File: src/rtl/ntt_stage_sched_pkg.sv
// Shared constants and FSM state encoding for the NTT stage scheduler.
package ntt_stage_sched_pkg;

    localparam int NTT_LOGN   = 8;
    localparam int NTT_BF_LAT = 4;
    localparam int NTT_RD_LAT = 1;

    typedef enum logic [1:0] {
        ST_IDLE  = 2'd0,
        ST_ISSUE = 2'd1,
        ST_DRAIN = 2'd2,
        ST_DONE  = 2'd3
    } sched_state_t;

    // Depth of the in-flight tracking pipe: read latency plus butterfly latency.
    function automatic int track_depth(input int rd_lat, input int bf_lat);
        return rd_lat + bf_lat;
    endfunction

endpackage

File: src/rtl/ntt_addr_gen.sv
// Combinational radix-2 DIT address generator: (stage, k) -> operand and twiddle addresses.
module ntt_addr_gen
    import ntt_stage_sched_pkg::*;
#(
    parameter int LOGN = NTT_LOGN
) (
    input  logic [LOGN-1:0] stage,
    input  logic [LOGN-2:0] k,
    output logic [LOGN-1:0] addr_a,
    output logic [LOGN-1:0] addr_b,
    output logic [LOGN-2:0] tw_addr
);

    localparam logic [LOGN-1:0] ONE        = LOGN'(1);
    localparam logic [LOGN-1:0] LAST_STAGE = LOGN'(LOGN - 1);

    logic [LOGN-2:0] off_mask;
    logic [LOGN-2:0] off;
    logic [LOGN-2:0] grp;
    logic [LOGN-1:0] half;
    logic [LOGN-1:0] base;
    logic [LOGN-1:0] tw_shift;

    always_comb begin
        half     = ONE << stage;
        off_mask = ~({(LOGN-1){1'b1}} << stage);
        off      = k & off_mask;
        grp      = k >> stage;
        // off < half, so bit 'stage' of base is always clear and OR equals add
        base     = ({1'b0, grp} << (stage + ONE)) | {1'b0, off};
        tw_shift = LAST_STAGE - stage;
        addr_a   = base;
        addr_b   = base | half;
        tw_addr  = off << tw_shift;
    end

endmodule

File: src/rtl/ntt_stage_sched.sv
// In-place radix-2 DIT NTT stage scheduler: issues butterflies, tracks them, drains between stages.
// Optional build macro NTT_SCHED_HOLD_EN adds a 'hold' input that stalls issue.
//
// state    | meaning
// ---------+------------------------------------------------------------
// ST_IDLE  | waiting for start
// ST_ISSUE | one butterfly read per cycle (unless held), k counts up
// ST_DRAIN | no reads; wait for in-flight butterflies of this stage
// ST_DONE  | one-cycle done pulse, then back to idle
module ntt_stage_sched
    import ntt_stage_sched_pkg::*;
#(
    parameter int LOGN   = NTT_LOGN,
    parameter int BF_LAT = NTT_BF_LAT,
    parameter int RD_LAT = NTT_RD_LAT
) (
    input  logic            clk,
    input  logic            rst_n,
    input  logic            start,
`ifdef NTT_SCHED_HOLD_EN
    input  logic            hold,
`endif
    output logic            busy,
    output logic            done,
    output logic            rd_en,
    output logic [LOGN-1:0] rd_addr_a,
    output logic [LOGN-1:0] rd_addr_b,
    output logic [LOGN-2:0] tw_addr,
    output logic            bf_en,
    input  logic            bf_valid,
    output logic            wr_en,
    output logic [LOGN-1:0] wr_addr_a,
    output logic [LOGN-1:0] wr_addr_b,
    output logic [LOGN-1:0] stage,
    output logic            err
);

    localparam int              PIPE_LEN   = track_depth(RD_LAT, BF_LAT);
    localparam logic [LOGN-1:0] LAST_STAGE = LOGN'(LOGN - 1);
    localparam logic [LOGN-2:0] K_LAST     = {(LOGN-1){1'b1}};

    sched_state_t state;
    sched_state_t state_nxt;

    logic [LOGN-2:0] k;
    logic            hold_i;
    logic            pipe_empty;
    logic [LOGN-1:0] ag_addr_a;
    logic [LOGN-1:0] ag_addr_b;
    logic [LOGN-2:0] ag_tw_addr;

    logic [PIPE_LEN-1:0]           pipe_v;
    logic [PIPE_LEN-1:0][LOGN-1:0] pipe_a;
    logic [PIPE_LEN-1:0][LOGN-1:0] pipe_b;

`ifdef NTT_SCHED_HOLD_EN
    assign hold_i = hold;
`else
    assign hold_i = 1'b0;
`endif

    ntt_addr_gen #(
        .LOGN (LOGN)
    ) u_addr_gen (
        .stage   (stage),
        .k       (k),
        .addr_a  (ag_addr_a),
        .addr_b  (ag_addr_b),
        .tw_addr (ag_tw_addr)
    );

    // The tail entry leaves this cycle, so the next stage may read the cycle after it.
    assign pipe_empty = ~|pipe_v[PIPE_LEN-2:0];

    always_ff @(posedge clk or negedge rst_n) begin
        if (!rst_n) begin
            state <= ST_IDLE;
        end else begin
            state <= state_nxt;
        end
    end

    always_comb begin
        state_nxt = state;
        case (state)
            ST_IDLE: begin
                if (start) begin
                    state_nxt = ST_ISSUE;
                end
            end
            ST_ISSUE: begin
                if (rd_en && (k == K_LAST)) begin
                    state_nxt = ST_DRAIN;
                end
            end
            ST_DRAIN: begin
                if (pipe_empty) begin
                    state_nxt = (stage == LAST_STAGE) ? ST_DONE : ST_ISSUE;
                end
            end
            ST_DONE: begin
                state_nxt = ST_IDLE;
            end
            default: begin
                state_nxt = ST_IDLE;
            end
        endcase
    end

    always_comb begin
        rd_en     = (state == ST_ISSUE) && !hold_i;
        busy      = (state == ST_ISSUE) || (state == ST_DRAIN);
        done      = (state == ST_DONE);
        rd_addr_a = rd_en ? ag_addr_a  : '0;
        rd_addr_b = rd_en ? ag_addr_b  : '0;
        tw_addr   = rd_en ? ag_tw_addr : '0;
        bf_en     = pipe_v[RD_LAT-1];
        wr_en     = pipe_v[PIPE_LEN-1];
        wr_addr_a = pipe_a[PIPE_LEN-1];
        wr_addr_b = pipe_b[PIPE_LEN-1];
    end

    // k saturates at K_LAST; only a stage change or a new transform returns it to 0.
    always_ff @(posedge clk or negedge rst_n) begin
        if (!rst_n) begin
            stage <= '0;
            k     <= '0;
        end else begin
            case (state)
                ST_IDLE: begin
                    if (start) begin
                        stage <= '0;
                        k     <= '0;
                    end
                end
                ST_ISSUE: begin
                    if (rd_en && (k != K_LAST)) begin
                        k <= k + 1'b1;
                    end
                end
                ST_DRAIN: begin
                    if (pipe_empty && (stage != LAST_STAGE)) begin
                        stage <= stage + 1'b1;
                        k     <= '0;
                    end
                end
                ST_DONE: begin
                    stage <= '0;
                    k     <= '0;
                end
                default: begin
                    stage <= '0;
                    k     <= '0;
                end
            endcase
        end
    end

    always_ff @(posedge clk or negedge rst_n) begin
        if (!rst_n) begin
            pipe_v <= '0;
            pipe_a <= '0;
            pipe_b <= '0;
        end else begin
            pipe_v <= {pipe_v[PIPE_LEN-2:0], rd_en};
            pipe_a <= {pipe_a[PIPE_LEN-2:0], rd_addr_a};
            pipe_b <= {pipe_b[PIPE_LEN-2:0], rd_addr_b};
        end
    end

    always_ff @(posedge clk or negedge rst_n) begin
        if (!rst_n) begin
            err <= 1'b0;
        end else if (bf_valid != pipe_v[PIPE_LEN-1]) begin
            err <= 1'b1;
        end
    end

endmodule

File: config.mk
export PLATFORM = sky130hd
export DESIGN_NAME = ntt_stage_sched
export DESIGN_NICKNAME = d
export VERILOG_FILES = /design/src/rtl/ntt_stage_sched_pkg.sv /design/src/rtl/ntt_addr_gen.sv /design/src/rtl/ntt_stage_sched.sv
export SDC_FILE = /design/constraint.sdc
export NUM_CORES = 1
export LEC_CHECK = 0
export CORE_AREA = 2 2 120 122
export CTS_CLUSTER_SIZE = 12
export DETAILED_ROUTE_END_ITERATION = 10
export DIE_AREA = 0 0 122 124
export PLACE_DENSITY = 0.52
export SLEW_MARGIN = 20
export SYNTH_ARGS = -nofsm -noshare
export SYNTH_HDL_FRONTEND = slang
export SYNTH_SLANG_ARGS = --single-unit
File: constraint.sdc
create_clock -name clk -period 3.8 [get_ports clk]
set_input_delay 0.76 -clock clk [delete_from_list [all_inputs] [get_ports clk]]
set_output_delay 0.76 -clock clk [all_outputs]
set_load 0.01 [all_outputs]
Yosys cells after proc, flatten, opt, wreduce, memory -nomap -nowiden
Index checks and enable logic that the tools add are counted.
- bits in registers: 103
- latch bits: 0
- RAM bits: 0
- memory bits (read-only): 0
- input port bits: 4
- word-level logic and storage cells: 66
- memories: 0
- add/subtract/negate cells: 3
- $mul: 0
- div/mod/pow operators: 0
- $lt $le $gt $ge: 0
- equal/unequal tests: 13
- shift-type cells: 5
- mux-type cells: 15
- bitwise gates (word level): 4
- reductions and logical operators: 11
- operator list (operator ; number):
    $mux W8 ; 4
    $mux W7 ; 4
    $pmux W7 S4 ; 1
    $pmux W8 S3 ; 1
    $reduce_and A3 Y1 ; 3
    $add A8 B1 Y8 const B ; 1
    $eq A8 B3 Y1 const B ; 1
    $mux W2 ; 4
    $ne A8 B3 Y1 const B ; 1
    $or A8 B7 Y8 ; 1
    $or A8 B8 Y8 ; 1
    $pmux W2 S4 ; 1
    $shl A1 B8 Y8 const A ; 1
    $shl A7 B8 Y7 ; 1
    $shl A7 B8 Y7 const A ; 1
    $shl A7 B8 Y8 ; 1
    $shr A7 B8 Y7 ; 1
    $sub A3 B8 Y8 const A ; 1
    $add A7 B1 Y7 const B ; 1
    $and A7 B7 Y7 ; 1
    $eq A7 B7 Y1 const B ; 1
    $ne A7 B7 Y1 const B ; 1
    $not A7 Y7 ; 1
    $ne A2 B1 Y1 const B ; 3
    10 further kinds ; 14

Longest topological paths before layout
Gate-level depths: netlist of the first run.
- word-level depth: 6
- gate-level depth with buffers: 9
- mapped depth without buffers: 8

By module
A second synthesis of the first run with hierarchy kept.
- cells, all modules: 414
- area, all modules: 4699.5 µm²
- modules (own cells, without submodules) (module ; instances ; cells an instance ; area an instance (µm²) ; sequential area each (µm²)):
    ntt_stage_sched ; 1 ; 244 ; 3567.2 ; 2577.5
    ntt_addr_gen ; 1 ; 170 ; 1132.3 ; 0.0

Worst setup path before layout of the first run
OpenSTA, ideal clock, no wires.
- path kind: reg2out
- from: reg stage[5]
- to: out rd_addr_b[7]
- data arrival time: 2.242 ns
- setup slack: 0.798 ns
- stages on the path, launching flop included: 9
- buffers on the path: 2
- cells stage by stage: dfrtp_1 > buf_6 > or4_4 > buf_6 > nor2_8 > o21ai_1 > mux2_2 > a221oi_2 > o21bai_1
- longest elaborated chain between the ends: 5
- ends and longest elaborated chain (item ; line ; text):
    start: declaration ; ntt_stage_sched.sv:34 ; output logic [LOGN-1:0] stage,
    start signal: assignment ; ntt_stage_sched.sv:143 ; stage <= stage + 1'b1;
    $add A8 B1 Y8 / $shr A7 B8 Y7 (equally long branches) ; ntt_addr_gen.sv:30, ntt_addr_gen.sv:28 ;
    $shl A7 B8 Y8 ; ntt_addr_gen.sv:30 ; base = ({1'b0, grp} << (stage + ONE)) | {1'b0, off};
    $or A8 B7 Y8 ; ntt_addr_gen.sv:30 ;
    $or A8 B8 Y8 (*) ; ntt_addr_gen.sv:33 ; addr_b = base | half;
    $mux W8 (*) ; ntt_stage_sched.sv:115 ; rd_addr_b = rd_en ? ag_addr_b : '0;
    end: declaration ; ntt_stage_sched.sv:27 ; output logic [LOGN-1:0] rd_addr_b,
Mark *: on every way between the ends. The rest lies on a longest branch, timed or not.

Final worst setup path of the first run
- from: reg stage[6]
- to: out rd_addr_b[5]
- longest elaborated chain between the ends: 6
- ends and longest elaborated chain (item ; line):
    branches (longest 4 deep; another with $add A8 B1 Y8) ; --
    $or A8 B8 Y8 (*) ; ntt_addr_gen.sv:33
    $mux W8 (*) ; ntt_stage_sched.sv:115
Every way passes the cells marked *.

==> results.ini, run 1 <==
[route]
viasPerCell = 4.88
vias = 3028
final_antenna_net_count = 0
drc = 0
drt_iter0_drc = 279
wire_per_inst_um = 16.4
wirelength_um = 10200
first_pass_iters = 4

[setup_path]
cp_max_fo = 9
cp.arrival_ps = 2910
critPathTopFamily = compound AO/OA/AOI/OAI gates
rr_worst_depth = 8
cp.required_ps = 3040
worstSetupEndpointType = output pin
worst-path-buf-inv = 2
worstPathCellList = or4_4, buf_4, a211oi_1, o221ai_1, o31a_1, clkdlybuf4s50_1
cp_slowest_cell = or4_4
crit_path_start = stage[6]$_DFFE_PN0P_
worstSetupPathType = reg -> out
reg2reg_from = state[0]$_DFFE_PN0P_
path_depth = 6
critPathLaunchType = register
slowest_delay_ps = 630
rrSetupSlack_ps = 1380
r2r-end = k[5]$_DFFE_PN0P_
critPathCapture = rd_addr_b[5]

[global_route]
grt_max_degree = 64
overflow = 0
grtUsageTotal = 0.141
antenna_found_initial = 0
grt_pass1_vias = 2943
grt_pass1_wl_um = 16100

[layout]
utilization = 0.397
area_growth_pct = 25.7
finalNonFillerCells = 621
antenna_cells = 0
fin_nets = 450
drive_gt1_frac = 0.143
design_area_um2 = 5450

[power_and_ir_drop]
swShare = 0.196
power_density_nw_per_um2 = 387
seqPwrFrac = 0.520
power.total_mw = 2.11
power_switching_mw = 0.412
combPwrFrac = 0.012
p_clk_frac = 0.468
ir_worst_vdd_v = 0.000173
intPower_mw = 1.70
p_leak_nw = 2.27

[synth]
synth_nets = 399
synth-main-ff-cell = dfrtp_1
synth_edf_count = 0
syn_area_per_cell_um2 = 11.2
async_reset_ff_frac = 1.00
synth_area_um2 = 4330
netlist_instances = 386
synth_seq_cells = 103
yosysWarnings = 0
netlist-cell-type-count = 56
yosysTopAreaCell = dfrtp_1
yosysSeqAreaShare = 0.595
synth.most_common_cell = dfrtp_1
synth_common_cells = dfrtp_1, nand2_1, nor2_1, nand3_1
ys_top_cells_by_area = dfrtp_1, nand2_1, buf_4
synth_top_area_share = 0.595

[timing]
clock.fmax_ghz = 0.273
finalWorstSetupSlack_ps = 132
final.setup.tns_ps = 0
report.final.hold_viol_count = 0
relSlewSlack = 0.530
slew_violations = 0
fin_crit_ps = 3670
worst_pin_slew_ps = 697
rsz0062_at_grt = no
finalSetupViolCount = 0
finalHoldWorstSlack_ps = 345
fin_crit_sh = 0.965
finClkSkew_ps = 14.5

[floorplan]
die-area_um2 = 15100
die_h_um = 124
initial_utilization = 0.316
io_pins = 57
die_x_um = 122
core-area_um2 = 13700
rows = 43

[placed_design]
placed_cell_area_um2 = 5030
dp_slack_ps = 277
gp_congestion = 0.911
dp_hpwl_um = 6990
portBuffers = 56
placedCellCount = 601

[clock_network]
root_buffer = clkbuf_16
cts_buffers = 9
h-tree-depth = 3
cts_tree = yes
clock_sinks = 103
path_clk_slew_ps = 70
clock_latency_ps = 350
clk_path_buf_depth = 2
cts_hold_buf = 0

[status]
outcome = complete, no violations

[job]
maxCapViolCount = 0

[worst_hold_path]
hold_path_startpoint = pipe_a[7]$_DFF_PN0_
hold_path_class = reg -> reg

-- layout by cell type, fill, tap and decap left out, drive strengths merged, types with 3 or more instances in the layout --
cell type      count
dfrtp            103
clkbuf            11
xor2               5
inv               10
mux2i              7
and3               6
mux2               4
nor4               3
nand4              6
nand3             19
nand2b             4
and2               4
o21bai             3
xnor2              3
dlymetal6s2s       5
a311oi             3
nor2b              7
clkdlybuf4s50     49
a21oi             11
o31ai              5
nor3               8
a31oi              4
nand2             52
nor2              22
o221ai             4
o21ai             17
ha                 9
buf               25
-- area by class of cell --
cell class / count / area (um^2)
clock inverter: 4 / 77.6
sequential: 103 / 2580
tap: 180 / 225
timing repair buffer: 80 / 766
inverter: 8 / 30.0
fill: 1343 / 8270
clock buffer: 11 / 243
multi-input combinational: 235 / 1520
-- state kept, by name, indices dropped and copies added (netlist names) --
name / cells
wr_addr_b: 8
stage: 8
pipe_a: 32
wr_addr_a: 8
pipe_b: 32
err: 1
state: 2
pipe_v: 5
k: 7
-- power by group through the flow --
stage / Clock [mW] / Combinational [mW] / Sequential (mW)
after floorplan: 0 / 0.000475 / 1.12
after global placement: 0 / 0.0276 / 1.12
after detailed placement: 0 / 0.0283 / 1.12
after CTS: 1.03 / 0.0281 / 1.10
after global routing: 1.07 / 0.0313 / 1.09
final: 0.988 / 0.0259 / 1.10
-- worst min-delay path by stage --
stage / to / cells past startpoint
after global placement: wr_addr_b[0]$_DFF_PN0_ / 0
after CTS: pipe_a[15]$_DFF_PN0_ / 0
final: pipe_a[15]$_DFF_PN0_ / 0
after detailed placement: pipe_a[15]$_DFF_PN0_ / 0
after floorplan: pipe_a[10]$_DFF_PN0_ / 0
after global routing: pipe_a[15]$_DFF_PN0_ / 0
-- timing repair --
action                                  CTS  global route
buffers inserted                          2             3
endpoints found under the setup margin    7             9
pin swaps                                 2             3
gates resized for setup                   8            11
-- routing by layer --
metal | wire length (um) | share of wire | vias up | track usage
li1 | - | - | 1432 | -
met1 | 4540 | 0.45 | 1499 | 0.188
met2 | 5030 | 0.50 | 85 | 0.225
met3 | 446 | 0.044 | 12 | 0.0417
met4 | 142 | 0.014 | 0 | 0.0417
met5 | 0 | 0 | - | 0
-- kinds of logic after synthesis --
family / after synthesis / synth area share
flip-flops: 103 / 0.595
XOR/XNOR: 8 / 0.0162
buffers and inverters: 48 / 0.0618
multiplexers: 12 / 0.0318
AND/OR/NAND/NOR: 138 / 0.158
adder cells (fa/ha/maj): 9 / 0.0260
AO/OA/AOI/OAI: 68 / 0.111
Power figures use the tool's default switching activity.
==> run 2: changes to the inputs <==
Settings changed: CTS_CLUSTER_SIZE 12 to 10, PLACE_DENSITY 0.52 to default.
==> results.ini, run 2 (synthesis results as in run 1) <==
[status]
outcome = complete, no violations  ; unchanged

[timing]
final.setup.tns_ps = 0  ; unchanged
finalWorstSetupSlack_ps = 114  ; was 132 ps
fin_crit_ps = 3690  ; was 3670 ps
finClkSkew_ps = 8.89  ; was 14.5 ps
worst_pin_slew_ps = 762  ; was 697 ps
clock.fmax_ghz = 0.271  ; was 0.273 GHz
slew_violations = 0  ; unchanged
rsz0062_at_grt = no  ; unchanged
report.final.hold_viol_count = 0  ; unchanged
finalSetupViolCount = 0  ; unchanged
relSlewSlack = 0.492  ; was 0.530
fin_crit_sh = 0.970  ; was 0.965

[setup_path]
worstPathCellList = mux4_2, a32o_1, a21boi_2, o221ai_1, and2_1, a41o_1, clkdlybuf4s50_1  ; was or4_4, buf_4, a211oi_1, o221ai_1, o31a_1, clkdlybuf4s50_1
cp_slowest_cell = dfrtp_1  ; was or4_4
cp.required_ps = 3040  ; about the same
path_depth = 7  ; was 6
worst-path-buf-inv = 1  ; was 2
slowest_delay_ps = 530  ; was 630 ps
rr_worst_depth = 8  ; unchanged
cp_max_fo = 10  ; was 9
critPathLaunchType = register  ; unchanged
worstSetupPathType = reg -> out  ; unchanged
critPathTopFamily = compound AO/OA/AOI/OAI gates  ; unchanged
cp.arrival_ps = 2930  ; was 2910 ps
worstSetupEndpointType = output pin  ; unchanged

[floorplan]
initial_utilization = 0.316  ; unchanged
io_pins = 57  ; unchanged
die_h_um = 124  ; unchanged
die-area_um2 = 15100  ; unchanged
rows = 43  ; unchanged
die_x_um = 122  ; unchanged
core-area_um2 = 13700  ; unchanged

[power_and_ir_drop]
ir_worst_vdd_v = 0.000168  ; was 0.000173 V
power_density_nw_per_um2 = 368  ; was 387 nW/um^2
power.total_mw = 1.99  ; was 2.11 mW
p_leak_nw = 2.23  ; was 2.27 nW

[clock_network]
cts_tree = yes  ; unchanged
clock_latency_ps = 350  ; about the same
clk_path_buf_depth = 2  ; unchanged
root_buffer = clkbuf_16  ; unchanged
path_clk_slew_ps = 70  ; about the same
h-tree-depth = 3  ; unchanged
cts_buffers = 9  ; unchanged
clock_sinks = 103  ; unchanged

[route]
viasPerCell = 4.86  ; was 4.88
drc = 0  ; unchanged
first_pass_iters = 4  ; unchanged
wire_per_inst_um = 15.8  ; was 16.4 um
drt_iter0_drc = 216  ; was 279
final_antenna_net_count = 0  ; unchanged
vias = 3049  ; was 3028
wirelength_um = 9880  ; was 10200 um

[placed_design]
dp_hpwl_um = 6910  ; was 6990 um
placed_cell_area_um2 = 5030  ; about the same
dp_slack_ps = 270  ; was 277 ps
portBuffers = 56  ; unchanged
gp_congestion = 0.886  ; was 0.911
placedCellCount = 603  ; was 601

[global_route]
grt_util_met3 = 0.0243  ; was 0.0417
grt_use_met2 = 0.219  ; was 0.225
grt_max_degree = 88  ; was 64
grt_pass1_wl_um = 15700  ; was 16100 um
use_met1 = 0.178  ; was 0.188
grt_pass1_vias = 2934  ; was 2943
overflow = 0  ; unchanged
antenna_found_initial = 0  ; unchanged
grtUsageTotal = 0.137  ; was 0.141
grt.busiest_layer = met2  ; unchanged

[layout]
fin_nets = 455  ; was 450
drive_gt1_frac = 0.141  ; was 0.143
design_area_um2 = 5410  ; was 5450 um^2
multi_input_area_um2 = 1510  ; was 1520 um^2
area_growth_pct = 25.0  ; was 25.7%
fillers = 1330  ; was 1343
final_cell_mix = dfrtp_1, nand2_1, clkdlybuf4s50_1, buf_4, nor2_1  ; unchanged
antenna_cells = 0  ; unchanged
area.sequential_um2 = 2580  ; about the same
finalNonFillerCells = 627  ; was 621
largestRegisters = pipe_a (32), pipe_b (32)  ; unchanged
final_common_cell = dfrtp_1  ; unchanged

[job]
maxCapViolCount = 0  ; unchanged

[worst_hold_path]
hold_depth = 0  ; unchanged
hold_path_class = reg -> reg  ; unchanged

[run 2: timing repair]
item	in CTS	in global routing
setup endpoints to repair	5	15
resized for setup	1	9
hold buffers	0	0
gates cloned	0	0
setup buffers	3	5
pin swaps	2	2
[run 2: worst reg2reg max path: cells and delay by family (launching register included)]
family	cells	cell delay (ps)
XOR/XNOR	1	180
AND/OR/NAND/NOR	2	260
flip-flops	1	400
AO/OA/AOI/OAI	3	930
adder cells (fa/ha/maj)	1	370
buffers and inverters	1	110
[run 2: path summary, 6_finish.rpt]
kind / startpoint / end / slack (ps)
worst max-delay path: k[4]$_DFFE_PN0P_ / rd_addr_b[3] / 110
worst min register to register: pipe_a[3]$_DFF_PN0_ / pipe_a[11]$_DFF_PN0_ / 350
worst min-delay path: pipe_a[3]$_DFF_PN0_ / pipe_a[11]$_DFF_PN0_ / 350
min in group asynchronous: rst_n / wr_addr_a[3]$_DFF_PN0_ / 470
max in group asynchronous: rst_n / pipe_b[30]$_DFF_PN0_ / 2610
worst max register to register: state[0]$_DFFE_PN0P_ / k[5]$_DFFE_PN0P_ / 1450
[run 2: through the flow]
stage               hold slack (ps)   util
finish                          347  0.395
global route                    352  0.395
CTS                             348  0.389
detailed placement              335  0.367
global placement                331  0.367
floorplan                       331      -
[run 2: final cells by class]
type / count / area share
Multi-Input combinational cell: 235 / 0.279
Sequential cell: 103 / 0.477
Clock buffer: 10 / 0.0423
Timing Repair Buffer: 85 / 0.145
Inverter: 8 / 0.00555
Clock inverter: 6 / 0.00994
Tap cell: 180 / 0.0416
[run 2: where the power goes]
group / leakage, nW / total [mW] / internal, mW / switching (mW)
registers: 1.21 / 1.10 / 1.10 / 0.0000000000000000103
logic: 0.893 / 0.0241 / 0.00380 / 0.0203
clock network: 0.129 / 0.874 / 0.455 / 0.419
[run 2: per-layer routing]
metal / wire length (um) / vias to the layer above
met2: 4710 / 82
met4: 312 / 0
met1: 4420 / 1500
met3: 445 / 26
met5: 0 / -
li1: - / 1441
